### src/rtl/mul_iter_pkg.sv
// Shared definitions for the iterative shift-and-add multiplier: FSM state
// encodings and the step-counter width rule.
package mul_iter_pkg;

  typedef enum logic [1:0] {
    ST_IDLE = 2'd0,
    ST_CALC = 2'd1,
    ST_DONE = 2'd2
  } mul_state_e;

  localparam int MUL_ITER_NBITS_DEF = 32;
  localparam int MUL_ITER_CNT_W     = $clog2(MUL_ITER_NBITS_DEF) + 1;

  // One extra bit so the counter can hold NBITS itself without wrapping.
  function automatic int mul_iter_cnt_w(input int nbits);
    return $clog2(nbits) + 1;
  endfunction

endpackage

### src/rtl/mul_iter_dpath.sv
// Datapath of the iterative multiplier: operand/result registers, adder and
// shifters. Exports b_zero only when MUL_ITER_SEQ_EARLY_EXIT_EN is defined.
module mul_iter_dpath
  import mul_iter_pkg::*;
#(
  parameter int NBITS = MUL_ITER_NBITS_DEF
) (
  input  logic             clk,
  input  logic             rst,
  input  logic             load,
  input  logic             add_en,
  input  logic             shift_en,
  input  logic [NBITS-1:0] msg_a,
  input  logic [NBITS-1:0] msg_b,
  output logic [NBITS-1:0] result,
`ifdef MUL_ITER_SEQ_EARLY_EXIT_EN
  output logic             b_zero,
`endif
  output logic             b_lsb
);

  logic [NBITS-1:0] a_q;
  logic [NBITS-1:0] b_q;
  logic [NBITS-1:0] res_q;

  // Plain modulo-2^NBITS add: the low product bits are the same for signed
  // and unsigned operands, so no sign handling is needed.
  always_ff @(posedge clk or negedge rst) begin
    if (!rst) begin
      a_q   <= '0;
      b_q   <= '0;
      res_q <= '0;
    end else if (load) begin
      a_q   <= msg_a;
      b_q   <= msg_b;
      res_q <= '0;
    end else begin
      if (add_en)
        res_q <= res_q + a_q;
      if (shift_en) begin
        a_q <= a_q << 1;
        b_q <= b_q >> 1;
      end
    end
  end

  assign result = res_q;
  assign b_lsb  = b_q[0];
`ifdef MUL_ITER_SEQ_EARLY_EXIT_EN
  assign b_zero = (b_q == '0);
`endif

endmodule

### src/rtl/mul_iter_seq.sv
// Iterative shift-and-add multiplier (low NBITS of product) with val/rdy
// streams. Define MUL_ITER_SEQ_EARLY_EXIT_EN to stop once the multiplier is 0.
module mul_iter_seq
  import mul_iter_pkg::*;
#(
  parameter int NBITS = MUL_ITER_NBITS_DEF
) (
  input  logic             clk,
  input  logic             rst,
  input  logic             istream_val,
  output logic             istream_rdy,
  input  logic [NBITS-1:0] istream_msg_a,
  input  logic [NBITS-1:0] istream_msg_b,
  output logic             ostream_val,
  input  logic             ostream_rdy,
  output logic [NBITS-1:0] ostream_msg
);

  localparam int              CW       = mul_iter_cnt_w(NBITS);
  localparam logic [CW-1:0]   CNT_LAST = CW'(NBITS - 1);

  mul_state_e    state, state_nxt;
  logic [CW-1:0] cnt;
  logic          load, add_en, shift_en;
  logic          b_lsb;
`ifdef MUL_ITER_SEQ_EARLY_EXIT_EN
  logic          b_zero;
`endif

  mul_iter_dpath #(.NBITS(NBITS)) u_dpath (
    .clk      (clk),
    .rst      (rst),
    .load     (load),
    .add_en   (add_en),
    .shift_en (shift_en),
    .msg_a    (istream_msg_a),
    .msg_b    (istream_msg_b),
    .result   (ostream_msg),
`ifdef MUL_ITER_SEQ_EARLY_EXIT_EN
    .b_zero   (b_zero),
`endif
    .b_lsb    (b_lsb)
  );

  always_ff @(posedge clk or negedge rst) begin
    if (!rst)
      state <= ST_IDLE;
    else
      state <= state_nxt;
  end

  // Counter advances only on real CALC steps and restarts on every load.
  always_ff @(posedge clk or negedge rst) begin
    if (!rst)
      cnt <= '0;
    else if (load)
      cnt <= '0;
    else if (shift_en)
      cnt <= cnt + CW'(1);
  end

  always_comb begin
    state_nxt   = state;
    load        = 1'b0;
    add_en      = 1'b0;
    shift_en    = 1'b0;
    istream_rdy = 1'b0;
    ostream_val = 1'b0;
    case (state)
      ST_IDLE: begin
        // Held low while reset is asserted, even though state is IDLE.
        istream_rdy = rst;
        if (istream_val && rst) begin
          load      = 1'b1;
          state_nxt = ST_CALC;
        end
      end
      ST_CALC: begin
`ifdef MUL_ITER_SEQ_EARLY_EXIT_EN
        if (b_zero) begin
          state_nxt = ST_DONE;
        end else begin
          add_en   = b_lsb;
          shift_en = 1'b1;
          if (cnt == CNT_LAST)
            state_nxt = ST_DONE;
        end
`else
        add_en   = b_lsb;
        shift_en = 1'b1;
        if (cnt == CNT_LAST)
          state_nxt = ST_DONE;
`endif
      end
      ST_DONE: begin
        ostream_val = 1'b1;
        if (ostream_rdy)
          state_nxt = ST_IDLE;
      end
      default: state_nxt = ST_IDLE;
    endcase
  end

endmodule

### config.mk
export PLATFORM = sky130hd
export DESIGN_NAME = mul_iter_seq
export DESIGN_NICKNAME = d
export VERILOG_FILES = /design/src/rtl/mul_iter_pkg.sv /design/src/rtl/mul_iter_dpath.sv /design/src/rtl/mul_iter_seq.sv
export SDC_FILE = /design/constraint.sdc
export NUM_CORES = 1
export LEC_CHECK = 0
export ABC_AREA = 1
export CELL_PAD_IN_SITES_DETAIL_PLACEMENT = 1
export CELL_PAD_IN_SITES_GLOBAL_PLACEMENT = 1
export CORE_MARGIN = 2
export CORE_UTILIZATION = 30
export DETAILED_ROUTE_END_ITERATION = 12
export PLACE_DENSITY_LB_ADDON = 0.05
export SETUP_SLACK_MARGIN = 0.2
export SLEW_MARGIN = 15
export SYNTH_ARGS = -nofsm -noshare
export SYNTH_HDL_FRONTEND = slang
export SYNTH_SLANG_ARGS = --single-unit
### constraint.sdc
create_clock -name clk -period 3.5 [get_ports clk]
set_clock_uncertainty 0.15 [all_clocks]
set_input_delay 1.05 -clock clk [delete_from_list [all_inputs] [get_ports clk]]
set_output_delay 1.05 -clock clk [all_outputs]
set_load 0.02 [all_outputs]
Word-level counts from Yosys, hierarchy flattened
Index checks and enable logic that the tools add are counted.
{"block": "classes", "n_addsub": 2, "n_eq_ne": 6, "muxes": 18, "reduce_logical": 5}
{"cell": "$mux 32", "n": 6}
{"cell": "$add 32x32->32", "n": 1}
{"cell": "$mux 6", "n": 2}
{"cell": "$add 6x1->6 const B", "n": 1}
{"cell": "$eq 6x5->1 const B", "n": 1}
{"cell": "$mux 1", "n": 6}
{"cell": "$mux 2", "n": 3}
{"cell": "$ne 2x2->1 const B", "n": 3}
{"cell": "$pmux 2 s3", "n": 1}
{"cell": "$reduce_bool 2->1", "n": 2}
{"cell": "$reduce_and 3->1", "n": 1}
{"cell": "$eq 2x1->1 const B", "n": 1}
{"cell": "$eq 2x2->1 const B", "n": 1}
{"cell": "$logic_not 2->1", "n": 1}
{"cell": "$logic_and 1x1->1", "n": 1}
{"block": "totals", "ff_bits": 104, "in_bits": 68, "out_inout_bits": 34, "elab_cells": 36}

Longest topological paths before layout
Gate-level depths: netlist (run 1).
{"block": "logic_depth", "depth_word": 4, "ltp_mapped": 13}

By module
From an unflattened synthesis (run 1), not the netlist that was laid out.
{"block": "unflattened", "hier_cells": 950, "hier_area_um2": 6767.7}
{"module": "mul_iter_dpath", "n_inst": 1, "cells_per_inst": 889, "area_each_um2": 6316.1, "seq_area_each_um2": 2402.3}
{"module": "mul_iter_seq", "n_inst": 1, "cells_per_inst": 61, "area_each_um2": 451.7, "seq_area_each_um2": 200.2}

Least setup slack after synthesis (run 1)
Ideal clock, no wire load.
{"block": "synth_path", "path_type": "input port to output port", "start": "input port rst", "end": "output port istream_rdy", "t_arrival_ns": 1.364, "slack_ns": 0.936, "cell_stages": 2, "cell_sequence": "inv_1 nor2_1"}
{"block": "synth_via", "elab_chain_len": 1}
{"item": "from (decl)", "line_no": "mul_iter_seq.sv:9", "source": "input logic rst,"}
{"item": "$mux 1", "line_no": "mul_iter_seq.sv:69", "source": "case (state)"}
{"item": "to (decl)", "line_no": "mul_iter_seq.sv:11", "source": "output logic istream_rdy,"}
No other way between the ends.

Final worst setup path (run 1)
Same ends and word-level chain as after synthesis.

==> results of run 1 <==
kinds of logic after synthesis:
| family | Yosys count |
|---|---|
| AOI/OAI and AO/OA | 190 |
| xor gates and xnor gates | 5 |
| adders and majority gates | 33 |
| buffers and inverters | 219 |
| DFF | 104 |
| and+or+nand+nor | 432 |
per-stage QoR:
| stage | hold WS, ns | worst slack (ns) |
|---|---|---|
| global placement | 0.332 | 0.306 |
| CTS | 0.348 | 0.300 |
| floorplan | 0.308 | 0.936 |
| detailed placement | 0.335 | 0.314 |
| finish | 0.348 | 0.330 |
| global route | 0.393 | 0.266 |
per-layer routing:
metal	track usage [%]	vias up	routed length [um]
met5	0	-	0
met4	4.50	0	221
met3	3.06	11	733
met2	30.6	72	9650
met1	25.6	2962	10500
li1	-	3292	-
how the worst min path moves through the flow:
stage | to | slack (ns) | cells past startpoint
final | cnt[5] | 0.35 | 1
after global routing | u_dpath.result[11] | 0.39 | 2
after CTS | cnt[5] | 0.35 | 1
after detailed placement | cnt[5] | 0.33 | 1
after global placement | cnt[5] | 0.33 | 1
after floorplan | cnt[5] | 0.31 | 1
state kept, by name (all words and copies together) (netlist names):
name            cells
cnt                 6
state               2
u_dpath.b_q        32
u_dpath.a_q        32
u_dpath.result     32
worst max-delay path, delay by kind of cell:
kind,cells,cell delay (ns)
buffers and inverters,3,0.81
and+or+nand+nor,1,0.10
cell type report:
type,instances,area [sq um]
fill,2833,14100
clock inverter,6,62.6
clock buffer,10,239
multi-input combinational,660,3340
tap,285,357
sequential,104,2600
timing repair buffer,109,1090
inverter,190,718
antenna,1,2.50
power groups by stage:
stage | Combinational [mW] | Sequential [mW] | Clock (mW)
2_1_floorplan | 2.68 | 2.10 | 0
3_3_place_gp | 3.88 | 2.07 | 0
3_5_place_dp | 3.93 | 2.08 | 0
4_1_cts | 3.95 | 2.06 | 1.12
5_1_grt | 4.48 | 2.11 | 1.15
6_report | 3.87 | 2.04 | 1.07
cells in the final DEF, fill, tap and decap left out, types with 3 or more instances in the layout:
| cell | instances |
|---|---|
| nor2_1 | 44 |
| dfrtp_1 | 104 |
| clkbuf_16 | 9 |
| nand4_1 | 5 |
| buf_4 | 7 |
| o21bai_1 | 4 |
| ha_1 | 32 |
| xnor2_1 | 4 |
| nor3_1 | 5 |
| clkinv_4 | 3 |
| nand2_1 | 328 |
| o21ai_0 | 46 |
| inv_2 | 5 |
| o221ai_1 | 30 |
| nand3_1 | 40 |
| clkdlybuf4s50_1 | 100 |
| a22o_1 | 3 |
| a21oi_1 | 23 |
| o21ai_1 | 73 |
| a21oi_2 | 7 |
| inv_1 | 183 |
==> impl_metrics.json, run 1 <==
{
  "status": "completed",
  "ys.flop_type": "dfrtp_1",
  "cts_max_path_buffers": 2,
  "slowest_delay_ns": 0.61,
  "dieHeight_um": 155,
  "fin_crit_sh_pct": 90.6,
  "hold_class": "flip-flop to flip-flop",
  "cp_data_arrival_time_ns": 1.97,
  "clock_sinks": 104,
  "syn-num-nets": 1084,
  "ys_types": 33,
  "cts_buffers": 9,
  "clkTransAtPathRegs_ns": 0.08,
  "synthCells": 983,
  "synth_adder_area_share_pct": 6.13,
  "rr_endpoint": "u_dpath.result[24]",
  "worstReg2RegStart": "u_dpath.result[0]",
  "finalWirelength_um": 21100,
  "switching_power_mw": 3.36,
  "nets": 1175,
  "ys_top_cells_by_count": "nand2_1, inv_1, dfrtp_1",
  "maxCapViolCount": 0,
  "max-slew-margin-rel_pct": 50.8,
  "area_delta_synth_final_pct": 22.8,
  "final.setup.tns_ns": 0,
  "finalMaxSlewViolations": 0,
  "rsz0062_at_grt": "false",
  "utilization_pct": 37.4,
  "synth_area_sq_um": 6850,
  "hold_viol_final": 0,
  "power_frac_comb_pct": 55.4,
  "viasPerCell": 4.64,
  "vias": 6337,
  "clk_latency_ns": 0.37,
  "antenna_found_initial": 1,
  "drt_iter0_markers": 263,
  "r2r_setup_slack_ns": 1.03,
  "htree_levels": 3,
  "ctsHoldBuffers": 0,
  "gr-total-overflow": 0,
  "pin_count": 102,
  "min_period_ns": 3.17,
  "drive_above_1_share_pct": 4.36,
  "place_congestion": 0.860,
  "post_synth_and_or_nand_nor_area_fraction_pct": 25.6,
  "crit_required_ns": 2.30,
  "yosysWarningCount": 0,
  "peakVddDrop_mv": 0.351,
  "cts_root_buffer": "clkbuf_16",
  "endpoint_kind": "primary output",
  "cts_resized": 0,
  "yosys-top-cells-area": "dfrtp_1, nand2_1, inv_1",
  "hold_start": "cnt[5]",
  "p_sw_share_pct": 48.1,
  "post-place-cells": 1348,
  "synth_edf_count": 0,
  "p_per_area_nw_per_um2": 830,
  "numPortBuffers": 101,
  "start_kind": "input port",
  "synth.area.mux_share_pct": 0,
  "crit_start": "rst",
  "dr.pass1.iters": 4,
  "post-route-cell-area_sq_um": 8410,
  "coreArea_sq_um": 22500,
  "start_util_pct": 30.5,
  "synth_largest_area_cell": "dfrtp_1",
  "crit_chain": "buf_4 -> inv_1 -> nor2_1 -> clkdlybuf4s50_1",
  "die_x_um": 155,
  "async_flop_share_pct": 100,
  "final_antenna_net_count": 0,
  "synth_top_family_by_area": "simple AND/OR/NAND/NOR gates",
  "drc": 0,
  "power_mw": 6.98,
  "yosysTopAreaCellShare_pct": 38.0,
  "drt-wirelength-per-cell_um": 15.5,
  "grt_max_degree": 66,
  "grt_first_pass_wirelength_um": 35100,
  "clkPwrFrac_pct": 15.4,
  "synthXorXnorAreaFrac_pct": 0.639,
  "seqPwrFrac_pct": 29.2,
  "track_usage_pct": 18.6,
  "final_cells": 1365,
  "dpl.hpwl_um": 16200,
  "cts_tree": "done",
  "p_leak_nw": 4.36,
  "worstMarginPinSlew_ns": 0.737,
  "synth_compound_area_share_pct": 16.3,
  "avgSynthCellArea_sq_um": 6.97,
  "clock.fmax_mhz": 315,
  "rows": 55,
  "synth.most_common_cell": "nand2_1",
  "ys_seq_area_share_pct": 38.0,
  "placed_cell_area_sq_um": 8110,
  "internal_power_mw": 3.63,
  "first_global_vias": 6682,
  "rr_worst_depth": 13,
  "cts_setup_buffers": 0,
  "finalSetupViolations": 0,
  "critPathMaxFanout": 2,
  "die-area_sq_um": 24100,
  "ys_ff_latch": 104,
  "cp-endpoint": "istream_rdy",
  "crit_path_top_delay_cell": "clkdlybuf4s50_1",
  "crit_type": "input port to primary output"
}
Note: power is estimated with default switching activity, not from simulation.
==> run 2: changes to the inputs <==
--- a/config.mk
+++ b/config.mk
@@ -9,8 +9,9 @@
 export CELL_PAD_IN_SITES_DETAIL_PLACEMENT = 1
 export CELL_PAD_IN_SITES_GLOBAL_PLACEMENT = 1
 export CORE_MARGIN = 2
-export CORE_UTILIZATION = 30
+export CORE_UTILIZATION = 43
 export DETAILED_ROUTE_END_ITERATION = 12
+export GPL_ROUTABILITY_DRIVEN = 0
 export PLACE_DENSITY_LB_ADDON = 0.05
 export SETUP_SLACK_MARGIN = 0.2
 export SLEW_MARGIN = 15
==> run 2 against run 1 <==
Effect of this change: sequential power hardly changed; routed wire length shrank 6.7%; utilization up 16 points; final cell count decreased by 5.2%; count of clock-buffer cells in the layout fell by 1; critical path depth did not move; worst hold slack better by 0.023 ns; clock power barely moved; sequential share of layout area grew 0.35 points; die area is 30% lower; flip-flop and latch count unchanged; cell area is 1.1% lower; largest cell class unchanged; largest power group unchanged.
==> impl_metrics.json, run 2 (same netlist as run 1, synthesis figures left out) <==
{
  "track_usage_pct": 24.9,
  "htree_levels": 3,
  "final_antenna_net_count": 0,
  "crit_path_top_delay_cell": "clkdlybuf4s50_1",
  "cts_root_buffer": "clkbuf_16",
  "first_global_vias": 6778,
  "finalSetupViolations": 0,
  "most-common-layout-cells": "nand2_1, inv_1, dfrtp_1",
  "drt-wirelength-per-cell_um": 15.2,
  "status": "completed",
  "ctsHoldBuffers": 0,
  "die-area_sq_um": 17000,
  "hold_viol_final": 0,
  "start_kind": "input port",
  "p_leak_nw": 4.36,
  "coreArea_sq_um": 15700,
  "gr-total-overflow": 0,
  "num-fill-cells": 2039,
  "maxCapViolCount": 0,
  "cp_data_arrival_time_ns": 1.92,
  "cts_tree": "done",
  "regArea_sq_um": 2600,
  "cts_resized": 0,
  "clkTransAtPathRegs_ns": 0.07,
  "fin_crit_sh_pct": 89.1,
  "drc": 0,
  "worstMarginPinSlew_ns": 0.725,
  "rows": 46,
  "cts_buffers": 9,
  "finalWorstSetupSlack_ns": 0.383,
  "cts_max_path_buffers": 2,
  "slowest_delay_ns": 0.60,
  "finalWirelength_um": 19700,
  "nets": 1174,
  "max-slew-margin-rel_pct": 51.6,
  "layout_commonest_cell": "nand2_1",
  "vias": 6429,
  "grt_first_pass_wirelength_um": 33000,
  "grt_max_degree": 66,
  "start_util_pct": 43.6,
  "peakVddDrop_mv": 0.475,
  "pin_count": 102,
  "crit_type": "input port to primary output",
  "crit_required_ns": 2.30,
  "min_period_ns": 3.12,
  "drt_iter0_markers": 258,
  "area_delta_synth_final_pct": 21.4,
  "finalMaxSlewViolations": 0,
  "multi_input_area_sq_um": 3340,
  "clock_sinks": 104,
  "numPortBuffers": 101,
  "p_per_area_nw_per_um2": 842,
  "cts_setup_buffers": 0,
  "endpoint_kind": "primary output",
  "crit_chain": "buf_4 -> inv_1 -> nor2_1 -> clkdlybuf4s50_1",
  "dieHeight_um": 130,
  "drive_above_1_share_pct": 4.27,
  "clock.fmax_mhz": 321,
  "rsz0062_at_grt": "false",
  "hold_class": "flip-flop to flip-flop",
  "dr.pass1.iters": 4,
  "cp_num_buf_inv": 3,
  "pre_cts_slack_ns": 0.367,
  "cp_top_family": "buffers and inverters",
  "viasPerCell": 4.97,
  "critPathMaxFanout": 3,
  "dpl.hpwl_um": 15100,
  "antenna_found_initial": 0,
  "clk_latency_ns": 0.36,
  "die_x_um": 130,
  "diodes": 0,
  "final.setup.tns_ns": 0
}
## run 2: cell count changes in the layout (fill, tap and decap cells not counted)
cell	previous run	this run
diode_2	1	0
bufinv_16	0	1
clkinv_4	3	1
clkinv_8	1	0
inv_6	1	2
clkinv_2	0	2
clkbuf_8	1	0
buf_4	7	6
## run 2: cell type report
| cell class | instances | share of cell area, % |
|---|---|---|
| well taps | 216 | 3.25 |
| inverters | 190 | 8.63 |
| flip-flops and latches | 104 | 31.3 |
| multi-input cells | 660 | 40.1 |
| repair buffers | 108 | 13.1 |
| clock inverters | 7 | 0.932 |
| clock buffers | 9 | 2.71 |
## run 2: tightest hold or removal path, cell delays in order (launching register included)
cell and delay [ns]:
dfrtp_1 0.33, inv_1 0.05, o21ai_1 0.11
## run 2: metrics by stage
step	hold WS, ns	util [%]	instance area (sq um)	total power [mW]	cells
3_5_place_dp	0.357	51.0	8020	5.97	1278
4_1_cts	0.374	52.9	8320	7.08	1294
2_1_floorplan	0.308	-	6850	4.78	983
3_3_place_gp	0.332	51.0	8020	5.83	1278
5_1_grt	0.385	52.9	8320	7.68	1294
6_report	0.371	52.9	8320	7.01	1294
## run 2: path summary, 6_finish.rpt
kind | from | slack, ns | endpoint | cells past startpoint
worst max register to register | u_dpath.result[0] | 1.04 | u_dpath.result[28] | 11
worst min register to register | u_dpath.b_q[12] | 0.37 | u_dpath.b_q[12] | 2
worst max-delay path | rst | 0.38 | istream_rdy | 4
worst min-delay path | u_dpath.b_q[12] | 0.37 | u_dpath.b_q[12] | 2
max in group asynchronous | rst | 1.32 | u_dpath.result[26] | 3
min in group asynchronous | rst | 0.70 | state[1] | 2
## run 2: per-layer routing
| layer | routed length [um] | global-route usage, % | part of all wire [%] |
|---|---|---|---|
| met1 | 9220 | 31.9 | 47 |
| met2 | 9510 | 42.8 | 48 |
| met3 | 803 | 6.03 | 4.1 |
| met4 | 192 | 5.06 | 0.97 |
| met5 | 0 | 0 | 0 |
## run 2: where the power goes
group	total [mW]	leakage, nW	switching, mW	internal [mW]
sequential	2.05	1.31	0.327	1.72
combinational	3.88	2.90	2.49	1.39
clock	1.07	0.152	0.506	0.565
total	7.01	4.36	3.33	3.68
